`src/rtl/aes_round_key_store.sv`:
```
// Round-key store: subkey bytes stream in linearly and are served by (round, byte)
// in encrypt or reversed-round order, plus a fixed-latency delayed copy of each read.
module aes_round_key_store #(
  parameter int DATA_W          = 8,
  parameter int NUM_ROUNDS      = 11,
  parameter int BYTES_PER_ROUND = 16,
  parameter int DELAY           = 4
) (
  input  logic                                                  clk,
  input  logic                                                  rst_n,
  input  logic                                                  clear,
  input  logic                                                  wr_valid,
  output logic                                                  wr_ready,
  input  logic [DATA_W-1:0]                                     wr_data,
  input  logic                                                  rd_en,
  input  logic                                                  rd_decrypt,
  input  logic [$clog2(NUM_ROUNDS)-1:0]                         rd_round,
  input  logic [$clog2(BYTES_PER_ROUND)-1:0]                    rd_byte,
  output logic [DATA_W-1:0]                                     rd_data,
  output logic                                                  rd_hit,
  output logic [DATA_W-1:0]                                     rd_data_dly,
  output logic                                                  rd_valid_dly,
  output logic [$clog2(NUM_ROUNDS*BYTES_PER_ROUND):0]           fill_count,
  output logic                                                  keys_ready
);

  localparam int DEPTH = NUM_ROUNDS * BYTES_PER_ROUND;
  localparam int AW    = $clog2(DEPTH);
  localparam int RW    = $clog2(NUM_ROUNDS);
  localparam int BW    = $clog2(BYTES_PER_ROUND);

  logic [DATA_W-1:0]     mem_q [DEPTH];
  logic [AW:0]           fill_count_q, fill_count_d;
  logic [BW-1:0]         byte_cnt_q, byte_cnt_d;
  logic [RW-1:0]         round_cnt_q, round_cnt_d;
  logic [NUM_ROUNDS-1:0] round_valid_q, round_valid_d;
  logic                  keys_ready_q, keys_ready_d;
  logic [AW-1:0]         wr_ptr;
  logic                  wr_fire;

  // Handshake: a byte moves on a rising edge with wr_valid & wr_ready; wr_data must be
  // stable while wr_valid is high. Clear and reset take precedence and drop that byte.
  assign wr_ready = ~keys_ready_q;
  assign wr_fire  = wr_valid & wr_ready & ~clear & rst_n;
  assign wr_ptr   = fill_count_q[AW-1:0];

  always_comb begin
    fill_count_d  = fill_count_q;
    byte_cnt_d    = byte_cnt_q;
    round_cnt_d   = round_cnt_q;
    round_valid_d = round_valid_q;
    keys_ready_d  = keys_ready_q;
    if (clear) begin
      fill_count_d  = '0;
      byte_cnt_d    = '0;
      round_cnt_d   = '0;
      round_valid_d = '0;
      keys_ready_d  = 1'b0;
    end else if (wr_fire) begin
      fill_count_d = fill_count_q + (AW+1)'(1);
      if (byte_cnt_q == BW'(BYTES_PER_ROUND - 1)) begin
        byte_cnt_d                 = '0;
        round_valid_d[round_cnt_q] = 1'b1;
        // The round counter parks on the last round; the pointer never wraps.
        if (round_cnt_q == RW'(NUM_ROUNDS - 1)) begin
          keys_ready_d = 1'b1;
        end else begin
          round_cnt_d = round_cnt_q + RW'(1);
        end
      end else begin
        byte_cnt_d = byte_cnt_q + BW'(1);
      end
    end
  end

  always_ff @(posedge clk) begin
    if (!rst_n) begin
      fill_count_q  <= '0;
      byte_cnt_q    <= '0;
      round_cnt_q   <= '0;
      round_valid_q <= '0;
      keys_ready_q  <= 1'b0;
    end else begin
      fill_count_q  <= fill_count_d;
      byte_cnt_q    <= byte_cnt_d;
      round_cnt_q   <= round_cnt_d;
      round_valid_q <= round_valid_d;
      keys_ready_q  <= keys_ready_d;
    end
  end

  // Key memory is deliberately not reset; completion flags gate its use.
  always_ff @(posedge clk) begin
    if (wr_fire) begin
      mem_q[wr_ptr] <= wr_data;
    end
  end

  logic          rd_in_range;
  logic [RW-1:0] rd_phys;
  logic [AW-1:0] rd_addr;

  assign rd_in_range = ({1'b0, rd_round} < (RW+1)'(NUM_ROUNDS)) &&
                       ({1'b0, rd_byte} < (BW+1)'(BYTES_PER_ROUND));
  assign rd_phys     = rd_decrypt ? (RW'(NUM_ROUNDS - 1) - rd_round) : rd_round;
  assign rd_addr     = AW'(rd_phys) * AW'(BYTES_PER_ROUND) + AW'(rd_byte);

  always_comb begin
    rd_data = '0;
    rd_hit  = 1'b0;
    if (rd_en && rd_in_range) begin
      rd_data = mem_q[rd_addr];
      rd_hit  = round_valid_q[rd_phys];
    end
  end

  logic                  rd_take;
  logic [DELAY-1:0]      dly_valid_q;
  logic [DATA_W-1:0]     dly_data_q [DELAY];

  assign rd_take = rd_en & rd_hit;

  // Free-running alignment pipe; clear leaves it alone, only reset flushes it.
  always_ff @(posedge clk) begin
    if (!rst_n) begin
      for (int i = 0; i < DELAY; i++) begin
        dly_valid_q[i] <= 1'b0;
        dly_data_q[i]  <= '0;
      end
    end else begin
      dly_valid_q[0] <= rd_take;
      dly_data_q[0]  <= rd_take ? rd_data : '0;
      for (int i = 1; i < DELAY; i++) begin
        dly_valid_q[i] <= dly_valid_q[i-1];
        dly_data_q[i]  <= dly_data_q[i-1];
      end
    end
  end

  assign rd_valid_dly = dly_valid_q[DELAY-1];
  assign rd_data_dly  = dly_data_q[DELAY-1];
  assign fill_count   = fill_count_q;
  assign keys_ready   = keys_ready_q;

endmodule

```
`config.mk`:
```
export PLATFORM = sky130hd
export DESIGN_NAME = aes_round_key_store
export DESIGN_NICKNAME = d
export VERILOG_FILES = /design/src/rtl/aes_round_key_store.sv
export SDC_FILE = /design/constraint.sdc
export NUM_CORES = 1
export LEC_CHECK = 0
export BUFFER_PORTS_ARGS = -buffer_cell sky130_fd_sc_hd__buf_2
export CAP_MARGIN = 20
export CELL_PAD_IN_SITES_DETAIL_PLACEMENT = 2
export CELL_PAD_IN_SITES_GLOBAL_PLACEMENT = 2
export CORE_MARGIN = 2
export CORE_UTILIZATION = 40
export DETAILED_ROUTE_END_ITERATION = 7
export PLACE_DENSITY = 0.73
export SYNTH_ARGS = -nofsm -noshare
export SYNTH_HDL_FRONTEND = slang
export SYNTH_SLANG_ARGS = --single-unit
```
`constraint.sdc`:
```
create_clock -name clk -period 3.5 [get_ports clk]
set_input_delay 0.175 -clock clk [delete_from_list [all_inputs] [get_ports clk]]
set_output_delay 0.175 -clock clk [all_outputs]
set_load 0.01 [all_outputs]
```
==> out/results.tsv <==
metric	value	unit
status	finished, violations left	
violations	hold timing, setup timing	
coreArea	0.1419	sq mm
timing.critical_path.arrival	3.43	ns
ys_ff_latch	1473	
path_clk_slew	0.06	ns
synth_area	0.05736	sq mm
ys_async_sr_fraction	0	%
ir_drop	590.3	uV
wl	192500	um
setup_viol	2	
cts_sinks	1473	
antenna_found_initial	2	
synth_cell_types	65	
synth_warnings	0	
synth_area_leaders	edfxtp_1 74%, mux4_2 13%, dfxtp_1 2.3%	
start_util	40.42	%
p_seq_share	50.8	%
p_clk_share	43.6	%
synth_ff_type	edfxtp_1	
min_period	3.606	ns
maxSlewViolCount	0	
hp-class	input pin to flop	
vias	31150	
power_leakage	21.05	nW
drv_cap	0	
cts_setup_buffers	0	
swShare	22.57	%
fin_util	46.67	%
yosys.area.top_type	edfxtp_1	
fin_crit_sh	103.0	%
grt_pass1_wl	271600	um
slew_headroom	16.60	%
grt_util_all_layers	26.42	%
clock_path_buffers	3	
synthesis.nets	2834	
intPower	0.02940	W
critical_path.startpoint_type	flop	
mostFrequentLayoutCells	1408 x edfxtp_1, 319 x mux4_2, 225 x nor2_1	
grt_max_degree	116	
cts_buffers	154	
htree_levels	4	
rsz0062_at_grt	true	
fin_ws	-0.1056	ns
cp_max_fo	2	
dp_slack	-0.2180	ns
finClkSkew	0.02717	ns
grt_pass1_vias	33540	
drive_gt1_share	27.32	%
port_buffers	50	
fillers	12710	
power.switching	0.008566	W
synth_area_per_cell	20.47	sq um
dp_cells	4803	
end_kind	output port	
drt_iter0_drc	3907	
die_w	382.7	um
gr-total-overflow	0	
hold_viol_final	3	
cts_tree	yes	
insertion_delay	0.80	ns
wl_per_cell	37.82	um
syn_inst	2802	
max_slew.worst_pin.slew	1.251	ns
instances_no_fill	5090	
drcViolationCount	0	
gp_congestion	0.9339	
place.detailed.hpwl	120700	um
combinationalPowerShare	5.6	%
rows	138	
synth.yosys.seq_area_share	75.98	%
synth.top_cell.area_share	73.71	%
layout.cells.most_common	edfxtp_1	
layout.nets	3107	
path_class	flop to output port	
fmax	0.2773	GHz
area_delta_synth_final	15.47	%
dieArea	0.1465	sq mm
power_density	573.1	mW/mm^2
ioPinCount	51	
cp_data_required_time	3.32	ns
synth-edff-count	1408	
finalHoldWorstSlack	-0.02330	ns
drtAntennaViolNets	0	
die_y	382.7	um
drt-pass1-iter-count	7	
vias_per_cell	6.120	
root_buffer	clkbuf_16	
==> final cells by class <==
type | count | area [sq um] | share of cell area (%)
Antenna cell | 1 | 2.502 | 0.003778
Clock buffer | 198 | 4205 | 6.349
Clock inverter | 82 | 743.2 | 1.122
Inverter | 22 | 82.58 | 0.1247
Multi-Input combinational cell | 1142 | 12850 | 19.40
Sequential cell | 1473 | 43580 | 65.80
Tap cell | 1890 | 2365 | 3.570
Timing Repair Buffer | 282 | 2407 | 3.635
==> through the flow <==
step / TNS [ns] / instance area, sq um / total power (W)
after global placement: -0.5502 / 61010 / 0.02157
final: -0.1580 / 66230 / 0.03796
after detailed placement: -0.5937 / 61020 / 0.02170
after CTS: -0.1875 / 66140 / 0.03809
after global routing: -0.1451 / 66230 / 0.03872
after floorplan: 0 / 57360 / 0.02064
==> sequential cells by signal, indices dropped and copies added (netlist names) <==
signal	count
keys_ready	1
dly_data_q	32
round_valid_q	11
mem_q	1408
round_cnt_q	4
fill_count	9
byte_cnt_q	4
dly_valid_q	4
==> per-layer routing <==
| metal | GRT usage [%] | up-vias | wire (um) |
|---|---|---|---|
| li1 | - | 12110 | - |
| met1 | 33.69 | 17000 | 73120 |
| met5 | 0 | - | 27 |
| met4 | 11.96 | 4 | 9306 |
| met3 | 4.849 | 425 | 14470 |
| met2 | 44.13 | 1619 | 95590 |
==> synthesized netlist by cell type (all sizes together), types with 4 or more instances <==
library cell / n
o21ai: 24
nor2b: 15
and2: 35
xor2: 9
a22oi: 57
nand4: 13
nor3: 24
a221oi: 10
mux2: 9
nand2: 87
nor4: 17
nor2: 234
mux4: 353
nand2b: 4
buf: 105
nand4b: 5
mux2i: 49
a21oi: 51
clkbuf: 60
dfxtp: 65
o22ai: 23
edfxtp: 1408
nand3: 29
ha: 10
inv: 22
a211oi: 9
xnor2: 4
a22o: 14
a31oi: 13
==> power groups by stage <==
stage	Combinational, W	Sequential (W)	Clock (W)
3_5_place_dp	0.00202	0.0197	0
2_1_floorplan	0.000957	0.0197	0
5_1_grt	0.00219	0.0193	0.0172
3_3_place_gp	0.00189	0.0197	0
6_report	0.00212	0.0193	0.0165
4_1_cts	0.00209	0.0193	0.0167
==> path summary, 6_finish.rpt <==
kind | from | slack, ns | endpoint | cells past startpoint
max | mem_q[82][4] | -0.11 | rd_data[4] | 9
min | wr_data[3] | -0.02 | mem_q[123][3] | 1
max reg2reg | keys_ready | 0.19 | mem_q[128][0] | 5
min reg2reg | dly_data_q[0][9] | 0.45 | dly_data_q[0][17] | 1
==> logic make-up (layout without fill, tap and decap cells) <==
| kind of cell | Yosys count | after routing | share of synthesized area [%] |
|---|---|---|---|
| XOR/XNOR | 13 | 13 | 0.1985 |
| AND/OR/NAND/NOR | 482 | 482 | 3.828 |
| buffers and inverters | 187 | 584 | 1.994 |
| AO/OA/AOI/OAI | 226 | 226 | 2.672 |
| other | 0 | 1 | 0 |
| multiplexers | 411 | 411 | 15.11 |
| flip-flops | 1473 | 1473 | 75.98 |
| adder cells (fa/ha/maj) | 10 | 10 | 0.2181 |
==> repair_timing <==
item,4_1_cts,5_1_grt
gates resized for setup,33,15
hold buffers,4,0
hold endpoints to repair,72,0
setup endpoints to repair,16,32
pin swaps,4,0
==> worst max-delay path, cell delays in order (launching register included) <==
cell	delay (ns)
edfxtp_1	0.40
mux4_2	0.57
mux2i_1	0.18
nor3_1	0.09
a2111o_1	0.37
or4_4	0.50
o41ai_2	0.09
buf_4	0.21
nor3_1	0.07
buf_2	0.15
Note: power is estimated with default switching activity, not from simulation.
